File: src/rtl/bcd_subtractor.sv
// bcd_subtractor
//   Digit-serial BCD subtractor. Computes |M - S| for two DIGITS-digit packed
//   BCD operands, one digit per clock, least-significant digit first. A first
//   pass computes M - S. If it ends with a borrow (M < S), the operands are
//   swapped and a second pass computes S - M, and the result is flagged
//   negative.
//
// Handshake: start is sampled only in IDLE. The start edge latches both
//   operands, and busy is high from that edge until DONE. done is a one-cycle
//   pulse in DONE. diff_bcd, neg and err are updated only on entry to DONE and
//   hold their values until the next DONE or reset. start is ignored while
//   busy or done is high.
//
// Ports:
//   clk          system clock, rising edge
//   rst          asynchronous, active-high reset
//   start        operation request (sampled in IDLE)
//   min_bcd      minuend M, digit 0 at [3:0]
//   sub_bcd      subtrahend S, same packing
//   busy         operation in progress
//   done         one-cycle result-valid pulse
//   diff_bcd     |M - S|, packed BCD
//   neg          M < S
//   err          an operand digit was > 9
//   state_dbg_o  current FSM state (0 IDLE, 1 SUB, 2 DONE)
module bcd_subtractor #(
  parameter int DIGITS = 4
) (
  input  logic                clk,
  input  logic                rst,
  input  logic                start,
  input  logic [4*DIGITS-1:0] min_bcd,
  input  logic [4*DIGITS-1:0] sub_bcd,
  output logic                busy,
  output logic                done,
  output logic [4*DIGITS-1:0] diff_bcd,
  output logic                neg,
  output logic                err,
  output logic [1:0]          state_dbg_o
);

  localparam int W  = 4 * DIGITS;
  localparam int IW = $clog2(DIGITS);

  typedef enum logic [1:0] {
    IDLE = 2'd0,
    SUB  = 2'd1,
    DONE = 2'd2
  } state_t;

  state_t          state_q, state_d;
  logic [W-1:0]    a_q, a_d;
  logic [W-1:0]    b_q, b_d;
  logic [W-1:0]    r_q, r_d;
  logic [W-1:0]    diff_q, diff_d;
  logic [IW-1:0]   idx_q, idx_d;
  logic            borrow_q, borrow_d;
  logic            pass_q, pass_d;
  logic            neg_q, neg_d;
  logic            err_q, err_d;

  logic [3:0]      a_dig, b_dig, r_dig;
  logic [4:0]      t;
  logic            bad_operand;

  function automatic logic has_bad_digit(input logic [W-1:0] v);
    logic bad;
    bad = 1'b0;
    for (int i = 0; i < DIGITS; i++) begin
      if (v[i*4 +: 4] > 4'd9) bad = 1'b1;
    end
    return bad;
  endfunction

  // Per-digit subtract. The 5-bit result is negative when bit 4 is set.
  // t is never below -10, so adding 10 to the low nibble yields a valid digit.
  always_comb begin
    a_dig = a_q[idx_q*4 +: 4];
    b_dig = b_q[idx_q*4 +: 4];
    t     = {1'b0, a_dig} - {1'b0, b_dig} - {4'd0, borrow_q};
    r_dig = t[4] ? (t[3:0] + 4'd10) : t[3:0];
  end

  // The latched operands are checked in the first SUB cycle. That makes an
  // error take one cycle in SUB before DONE. The operand registers only change
  // by swapping valid digits, so evaluating the check on every SUB cycle is
  // equivalent to checking only the first one.
  assign bad_operand = has_bad_digit(a_q) | has_bad_digit(b_q);

  always_comb begin
    state_d  = state_q;
    a_d      = a_q;
    b_d      = b_q;
    r_d      = r_q;
    diff_d   = diff_q;
    idx_d    = idx_q;
    borrow_d = borrow_q;
    pass_d   = pass_q;
    neg_d    = neg_q;
    err_d    = err_q;
    case (state_q)
      IDLE: begin
        if (start) begin
          a_d      = min_bcd;
          b_d      = sub_bcd;
          idx_d    = '0;
          borrow_d = 1'b0;
          pass_d   = 1'b0;
          state_d  = SUB;
        end
      end
      SUB: begin
        if (bad_operand) begin
          diff_d  = '0;
          neg_d   = 1'b0;
          err_d   = 1'b1;
          state_d = DONE;
        end else begin
          r_d[idx_q*4 +: 4] = r_dig;
          borrow_d = t[4];
          idx_d    = idx_q + 1'b1;
          if (idx_q == IW'(DIGITS - 1)) begin
            if (t[4] && !pass_q) begin
              // M < S: rerun the subtraction as S - M.
              a_d      = b_q;
              b_d      = a_q;
              pass_d   = 1'b1;
              idx_d    = '0;
              borrow_d = 1'b0;
            end else begin
              diff_d  = r_d;
              neg_d   = pass_q;
              err_d   = 1'b0;
              state_d = DONE;
            end
          end
        end
      end
      DONE: begin
        state_d = IDLE;
      end
      default: begin
        state_d = IDLE;
      end
    endcase
  end

  always_ff @(posedge clk or posedge rst) begin
    if (rst) begin
      state_q  <= IDLE;
      a_q      <= '0;
      b_q      <= '0;
      r_q      <= '0;
      diff_q   <= '0;
      idx_q    <= '0;
      borrow_q <= 1'b0;
      pass_q   <= 1'b0;
      neg_q    <= 1'b0;
      err_q    <= 1'b0;
    end else begin
      state_q  <= state_d;
      a_q      <= a_d;
      b_q      <= b_d;
      r_q      <= r_d;
      diff_q   <= diff_d;
      idx_q    <= idx_d;
      borrow_q <= borrow_d;
      pass_q   <= pass_d;
      neg_q    <= neg_d;
      err_q    <= err_d;
    end
  end

  assign busy        = (state_q == SUB);
  assign done        = (state_q == DONE);
  assign diff_bcd    = diff_q;
  assign neg         = neg_q;
  assign err         = err_q;
  assign state_dbg_o = state_q;

endmodule

File: config.mk
export PLATFORM = sky130hd
export DESIGN_NAME = bcd_subtractor
export DESIGN_NICKNAME = d
export VERILOG_FILES = /design/src/rtl/bcd_subtractor.sv
export SDC_FILE = /design/constraint.sdc
export NUM_CORES = 1
export LEC_CHECK = 0
export ABC_AREA = 1
export CORE_MARGIN = 4
export CORE_UTILIZATION = 35
export CTS_CLUSTER_DIAMETER = 50
export DETAILED_ROUTE_END_ITERATION = 12
export PLACE_DENSITY = 0.66
export SLEW_MARGIN = 20
export SYNTH_ARGS = -nofsm -noshare
export SYNTH_HDL_FRONTEND = slang
export SYNTH_SLANG_ARGS = --single-unit
File: constraint.sdc
create_clock -name clk -period 4.1 [get_ports clk]
set_input_delay 0.615 -clock clk [delete_from_list [all_inputs] [get_ports clk]]
set_output_delay 0.615 -clock clk [all_outputs]
set_load 0.05 [all_outputs]
---- After elaboration in Yosys (flattened, before gate mapping) ----
Index checks and enable logic that the tools add are counted.
word-level totals
  register bits after elaboration ......... 72
  output and inout bits ................... 22
  word-level logic and storage cells ...... 97
cells by class
  $add $sub $neg .......................... 5
  magnitude comparators ................... 8
  equality and inequality tests ........... 10
  shift-type cells ........................ 4
  mux-type cells .......................... 48
  bitwise gates (word level) .............. 2
  reductions and logical operators ........ 10
operators by type and width
  cell                     number
  $mux 16                  11
  $pmux 16 s2              2
  $neg 4->34               1
  $shift 4x34->16 const A  1
  $shiftx 4x34->16         1
  $gt 4x4->1 const B       8
  $shiftx 16x5->4          2
  $mux 1                   21
  $bwmux 16                1
  $mux 2                   8
  $reduce_and 3->1         3
  $pmux 2 s2               2
  $ne 2x2->1 const B       3
  $reduce_and 5->1         1
  $sub 4x4->5              1
  $sub 5x1->5              1
  $add 4x4->4 const B      1
  $eq 2x2->1 const B       2
  $mux 4                   1
  $ne 2x1->1 const B       2
  $pmux 1 s2               2
  $reduce_bool 2->1        2
  $ne 3x1->1 const B       1
  $ne 3x3->1 const B       1
  other kinds (8)          8

---- Logic depth before layout (Yosys ltp) ----
Gate-level depths: netlist of run 1.
  word-level depth ........................ 10
  gate-level depth with buffers ........... 24

---- Worst setup path after synthesis of run 1 ----
No wires, ideal clock.
  kind .................................... reg-to-reg
  start point ............................. reg idx_q[0]
  end point ............................... reg diff_q[11], in the netlist diff_bcd[11]
  library setup time ...................... 0.066 ns
  data arrival time ....................... 3.030 ns
  required time ........................... 4.034 ns
  path slack .............................. 1.004 ns
  stages on the path, launching flop included .. 22
  path buffers ............................ 2
  cell sequence ........................... dfrtp_1 buf_2 inv_2 clkbuf_1 nor2_1 nor2_1 a21oi_1 fa_1 inv_1 fa_1 inv_1 ha_1 inv_1 nand3_1 nand3_1 nand2_1 nand2_1 nand2_1 nand2_1 o21bai_1 nand3_1 nand2_1
on the way
  longest elaborated chain between the ends .. 10
  elaborated cells between the ends (all ways) .. 18
  those cells by class .................... add/sub: 4; eq/ne: 2; shift: 4; mux: 5; reduce/logical: 3
RTL lines
  element                             RTL line  text
  start, declared                     56        logic [IW-1:0] idx_q, idx_d;
  start signal, assigned              166       idx_q <= idx_d;
  $shiftx 16x5->4 (on tied branches)  78, 79
  $sub 4x4->5                         80        t = {1'b0, a_dig} - {1'b0, b_dig} - {4'd0, borrow_q};
  $sub 5x1->5                         80
  $add 4x4->4                         81        r_dig = t[4] ? (t[3:0] + 4'd10) : t[3:0];
  $mux 4                              81
  $shiftx 4x34->16                    119       r_d[idx_q*4 +: 4] = r_dig;
  $bwmux 16                           119
  $mux 16                             123       if (t[4] && !pass_q) begin
  $mux 16                             122       if (idx_q == IW'(DIGITS - 1)) begin
  $mux 16                             113       if (bad_operand) begin
  end signal, assigned                165       diff_q <= diff_d;
  end, declared                       55        logic [W-1:0] diff_q, diff_d;
Parallel ways exist; a longest one is shown, timed or not. The select of a mux whose other input is x is not followed.
A chain may end at the register's enable or synchronous reset.

---- Worst setup path in the final report of run 1 ----
  start point ............................. reg idx_q[0]
  end point ............................... reg a_q[10]
on the way
  longest elaborated chain between the ends .. 6
  elaborated cells between the ends (all ways) .. 9
  those cells by class .................... add/sub: 2; eq/ne: 3; shift: 2; reduce/logical: 2
RTL lines
  element                              RTL line  text
  $shiftx 16x5->4 (on tied branches)   78, 79
  $sub 4x4->5                          80
  $sub 5x1->5                          80
  $logic_and 1x1->1                    123
  $ne 2x1->1 (no source line)          n/a
  $reduce_and 5->1 (no source line) *  n/a
  end signal, assigned                 151       a_q <= '0;
  end signal, assigned                 162       a_q <= a_d;
  end, declared                        52        logic [W-1:0] a_q, a_d;
Mark *: on every way between the ends. The rest lies on a longest branch, timed or not.

==> impl_metrics.ini, run 1 <==
[timing]
skew_ns = 0.00740
clock.fmax_ghz = 0.287
hold_ws_ns = 0.480
worstMarginPinSlew_ns = 0.739
setup_viol = 0
setup_tns_ns = 0
fin_crit_ns = 3.48
hold_viol = 0
rsz0062_at_grt = false
final.period_utilization_pct = 85.0
report.final.slew_viol_count = 0
relSlewSlack_pct = 50.7

[floorplan]
dieHeight_um = 116
start_util_pct = 35.7
rows = 39
die_width_um = 116
core_um2 = 11400
dieArea_um2 = 13400
num_io_pins = 57

[global_routing]
grt_max_degree = 48
grt.total_usage_pct = 15.4
grt-ovfl-total = 0
grt_antenna_before_repair = 0
grt_first_pass_wirelength_mm = 16.3
grt_pass1_vias = 3377

[route]
viasPerCell = 4.92
first_iter_violations = 224
drt_wl_total_mm = 9.49
avgRoutedWirePerCell_um = 14.3
via_count = 3260
drt_pass1_iterations = 5
drc = 0
final_antenna_net_count = 0

[setup_path]
crit_chain = inv_2, nor2_1, nor2_1, a21oi_1, fa_1, inv_1, fa_1, nand2_1, nand2_1, nand2_1, nand2_2, nand2_2, inv_2, nand2_4, inv_2, a21oi_4, inv_2, nand2_2, buf_4, nand2_1, o21ai_2
worst-setup-path-type = flip-flop to flip-flop
required_ns = 4.36
path_max_fanout = 47
slowest_delay_ns = 0.59
end_kind = flip-flop
path_delay_family = buffers and inverters
arrival_ns = 3.74
path_buf_inv = 6
crit_slowest_cell = dfrtp_1
rrSetupSlack_ns = 0.62
cp-start-kind = flip-flop

[power]
p_comb_share_pct = 56.7
power.density_nw_per_um2 = 898
p_sw_w = 0.00217
power_frac_clock_pct = 18.3
power_leakage_nw = 2.38
p_int_w = 0.00235
vdd_drop_max_mv = 0.404
switching_share_pct = 48.0
p_seq_share_pct = 25.0

[synth]
yosysWarnings = 0
synth_cell_type_count = 37
syn-num-nets = 510
ys_seq_area_share_pct = 44.4
syn_area_per_cell_um2 = 8.78
ys_ff_latch = 72
syn_inst = 462
syn-cell-area_um2 = 4060

[layout]
area_delta_synth_final_pct = 23.9
stdcell_area_um2 = 5030
final_nets = 563
final_cell_mix = nand2_1 (112), dfrtp_1 (72), clkdlybuf4s50_1 (56)
post-route-util_pct = 44.2
final_cell_count_no_fill = 662
fillerInstances = 1112
multi_input_area_um2 = 1930
drive_above_1_share_pct = 13.7
seqCellArea_um2 = 1800
antenna-diode-count = 0
final_common_cell = nand2_1

[cts]
cts_root_buf = clkbuf_16
clock_sinks = 72
insertion_delay_ns = 0.34
cts.clk_slew.worst_paths_ns = 0.06
cts_tree = yes
cts-buffers-inserted = 9
postCtsSetupBuffers = 0
h-tree-depth = 3
hold_buffers = 0
cts_resized = 0
clock_path_buffers = 2

[job]
cap_viol_max_count = 0

[outcome]
outcome = complete, no violations

[place]
port_buffers = 56
dp_cells = 647
gp_congestion = 0.967
post_dp_cell_area_um2 = 4710
dpl.hpwl_mm = 7.04

[worst_hold_path]
hp-class = flip-flop to flip-flop
per-layer routing:
metal  up-vias  track usage (%)  part of all wire (%)
li1       1644                -                     -
met1      1512             19.9                    45
met2        89             25.4                    48
met3        15             4.33                   5.3
met4         0             4.64                   1.4
met5         -                0                     0
final cells by class:
| cell class | count | area share [%] |
|---|---|---|
| multi-input cells | 321 | 38.3 |
| flip-flops and latches | 72 | 35.8 |
| repair buffers | 62 | 12.3 |
| clock buffers | 10 | 4.56 |
| inverters | 49 | 3.76 |
| well taps | 143 | 3.56 |
| clock inverters | 5 | 1.64 |
power groups by stage:
| stage | combinational [W] | sequential (W) | clock [W] |
|---|---|---|---|
| CTS | 0.00258 | 0.00113 | 0.000842 |
| detailed placement | 0.00256 | 0.00113 | 0 |
| floorplan | 0.00205 | 0.00110 | 0 |
| global placement | 0.00247 | 0.00113 | 0 |
| finish | 0.00256 | 0.00113 | 0.000827 |
| global route | 0.00292 | 0.00116 | 0.000872 |
state kept, by name, summed over array words and instances (netlist names), 2 cells and up:
signal and cells:
a_q 16, b_q 16, diff_bcd 16, r_q 16, idx_q 2, state_dbg_o 2
tightest hold or removal path, delay by kind of cell, from the launching register on:
family | cells | cell delay, ns
DFF | 1 | 0.34
and+or+nand+nor | 2 | 0.11
cell usage after synthesis (all sizes together):
cell type / n / area share [%]
nand2: 120 / 12
o21ai: 89 / 13
dfrtp: 72 / 44
inv: 47 / 4.5
mux2i: 29 / 7.2
nor2: 22 / 2.9
nand3: 18 / 2.3
buf: 12 / 2.7
o22ai: 12 / 1.9
ha: 11 / 3.4
clkbuf: 8 / 0.77
a21oi: 6 / 1.0
nand4: 4 / 0.62
clkinv: 2 / 0.19
fa: 2 / 0.99
a21boi: 1 / 0.19
a32o: 1 / 0.25
a32oi: 1 / 0.22
o2111a: 1 / 0.31
o21bai: 1 / 0.19
o31ai: 1 / 0.19
or2: 1 / 0.15
xnor2: 1 / 0.22
path summary, 6_finish.rpt:
check | start | endpoint | depth (start not counted)
min | diff_bcd[15] | diff_bcd[15] | 2
max reg2reg | idx_q[0] | a_q[10] | 21
max in group asynchronous | rst | diff_bcd[0] | 3
max | idx_q[0] | a_q[10] | 21
min in group asynchronous | rst | b_q[15] | 2
min reg2reg | diff_bcd[15] | diff_bcd[15] | 2
logic make-up after synthesis:
kind of cell / share of synthesized area (%)
muxes: 7.16
DFF: 44.4
xor gates and xnor gates: 0.216
AOI/OAI and AO/OA: 17.7
adders and majority gates: 4.38
buffers and inverters: 8.08
and+or+nand+nor: 18.1
per-stage QoR:
| stage | worst slack, ns | power (W) |
|---|---|---|
| global route | 0.188 | 0.00495 |
| global placement | 0.763 | 0.00360 |
| floorplan | 1.00 | 0.00315 |
| CTS | 0.611 | 0.00455 |
| detailed placement | 0.627 | 0.00370 |
| finish | 0.615 | 0.00451 |
Note: power is estimated with default switching activity, not from simulation.
==> run 2: changes to the inputs <==
--- a/config.mk
+++ b/config.mk
@@ -10,7 +10,7 @@
 export CORE_UTILIZATION = 35
 export CTS_CLUSTER_DIAMETER = 50
 export DETAILED_ROUTE_END_ITERATION = 12
-export PLACE_DENSITY = 0.66
+export PLACE_DENSITY = 0.68
 export SLEW_MARGIN = 20
 export SYNTH_ARGS = -nofsm -noshare
 export SYNTH_HDL_FRONTEND = slang
==> constraint.sdc (replaced) <==
create_clock -name clk -period 2.9 [get_ports clk]
set_input_delay 0.435 -clock clk [delete_from_list [all_inputs] [get_ports clk]]
set_output_delay 0.435 -clock clk [all_outputs]
set_load 0.05 [all_outputs]
==> run 2 against run 1 <==
Effect of this change: the flow now finishes with violations (negative setup slack); critical path depth fell by 2; die area did not move; maximum frequency rose by 19%.
==> impl_metrics.ini, run 2 (synthesis results as in run 1) <==
[global_routing]
grt_pass1_vias = 3519
grt_first_pass_wirelength_mm = 17.0
grt.total_usage_pct = 15.9
grt_antenna_before_repair = 0
grt_max_degree = 41
grt-ovfl-total = 0

[timing]
hold_ws_ns = 0.399
final.period_utilization_pct = 101
clock.fmax_ghz = 0.343
hold_viol = 0
fin_crit_ns = 2.92
report.final.slew_viol_count = 0
skew_ns = 0.0127
relSlewSlack_pct = 66.2
final.setup.worst_slack_ns = -0.0164
setup_tns_ns = -0.0216
setup_viol = 2
worstMarginPinSlew_ns = 0.505
rsz0062_at_grt = true

[cts]
cts_root_buf = clkbuf_16
clock_sinks = 72
cts-buffers-inserted = 9
hold_buffers = 0
cts.clk_slew.worst_paths_ns = 0.07
insertion_delay_ns = 0.34
clock_path_buffers = 2
h-tree-depth = 3
cts_tree = yes

[layout]
post-route-util_pct = 50.1
fillerInstances = 1033
final_common_cell = nand2_1
final_nets = 596
drive_above_1_share_pct = 24.6
final_cell_mix = nand2_1 (109), dfrtp_1 (70), clkdlybuf4s50_1 (55)
antenna-diode-count = 0
final_cell_count_no_fill = 696
area_delta_synth_final_pct = 40.3

[power]
power_leakage_nw = 2.66
vdd_drop_max_mv = 0.805
power.density_nw_per_um2 = 1460

[route]
met1_length_mm = 4.64
drt_wl_total_mm = 11.1
drc = 0
via_count = 3562
viasPerCell = 5.12
final_antenna_net_count = 0
first_iter_violations = 182
avgRoutedWirePerCell_um = 16.0
drt_pass1_iterations = 5
wl_met3_um = 463
route.met2.wl_mm = 5.72
top_layer = met4

[setup_path]
required_ns = 3.15
rrSetupSlack_ns = -0.02
path_max_fanout = 11
r2r_cells = 19
arrival_ns = 3.17
r2r_start = idx_q[0]
cp-start-kind = flip-flop
worst-setup-path-type = flip-flop to flip-flop
end_kind = flip-flop
regToRegEndpoint = r_q[11]

[worst_hold_path]
hp-class = primary input to asynchronous set/reset pin

[floorplan]
num_io_pins = 57
die_width_um = 116
core_um2 = 11400
start_util_pct = 35.7
dieHeight_um = 116
rows = 39
dieArea_um2 = 13400

[place]
dp_cells = 661
port_buffers = 56
dpl.hpwl_mm = 7.41
gp_congestion = 0.849

[outcome]
violations = negative setup slack
outcome = complete, but fails checks

[job]
cap_viol_max_count = 0
==> run 2: cell types whose count changed in the layout (fill, tap and decap cells not counted), sizes merged <==
cell	change
nand2	+2
clkdlybuf4s50	-1
clkbuf	+6
clkinvlp	+1
bufinv	+2
clkinv	-2
buf	+26
==> run 2: layer usage <==
layer,up-vias,track usage [%]
met5,-,0
met4,0,5.72
met3,36,3.86
met2,100,26.8
met1,1713,20.0
li1,1713,-
==> run 2: critical path, stage by stage (launching register included) <==
cell      delay (ns)
dfrtp_2         0.42
buf_12          0.14
buf_4           0.14
buf_6           0.14
nor2_2          0.11
inv_1           0.05
a32oi_2         0.24
fa_2            0.51
inv_2           0.11
ha_4            0.15
inv_2           0.04
nand3_2         0.06
nand3_2         0.07
nand2_1         0.08
nand2_1         0.06
nand2_2         0.11
nand2_2         0.08
o21bai_4        0.16
nand2_1         0.06
o21ai_1         0.10
==> run 2: area by class of cell <==
| type | count | area, um2 | share of cell area [%] |
|---|---|---|---|
| Multi-Input combinational cell | 323 | 2130 | 37.5 |
| Sequential cell | 72 | 1800 | 31.7 |
| Timing Repair Buffer | 92 | 1000 | 17.6 |
| Clock buffer | 11 | 233 | 4.09 |
| Inverter | 49 | 204 | 3.58 |
| Tap cell | 143 | 179 | 3.14 |
| Clock inverter | 5 | 129 | 2.26 |
| Timing Repair inverter | 1 | 7.51 | 0.132 |
==> run 2: worst max-delay path by stage <==
stage	from	to	slack, ns	cells past startpoint
2_1_floorplan	idx_q[0]	a_q[0]	0.02	22
3_3_place_gp	idx_q[0]	diff_bcd[11]	-0.09	18
3_5_place_dp	idx_q[0]	r_q[11]	-0.21	18
4_1_cts	idx_q[0]	diff_bcd[14]	0.01	14
5_1_grt	idx_q[0]	r_q[11]	-0.17	20
6_report	idx_q[0]	r_q[11]	-0.02	19
==> run 2: power breakdown <==
| group | total (W) | internal [W] | leakage, nW | switching [W] |
|---|---|---|---|---|
| combinational | 0.00535 | 0.00231 | 1.54 | 0.00304 |
| clock | 0.00136 | 0.000930 | 0.174 | 0.000430 |
| sequential | 0.00161 | 0.00129 | 0.945 | 0.000316 |
==> run 2: metrics by stage <==
stage                     worst slack, ns  total power (W)  cell area [um2]
final                             -0.0164          0.00832             5690
after global routing               -0.169          0.00887             5690
after CTS                          0.0111          0.00698             5270
after detailed placement           -0.211          0.00545             4840
after global placement            -0.0868          0.00534             4840
after floorplan                    0.0177          0.00451             4090
==> run 2: timing repair <==
| action | 4_1_cts | 5_1_grt |
|---|---|---|
| pin swaps | 0 | 16 |
| setup buffers | 1 | 9 |
| gates cloned | 1 | 8 |
| resized for setup | 11 | 54 |
| endpoints found under the setup margin | 47 | 61 |
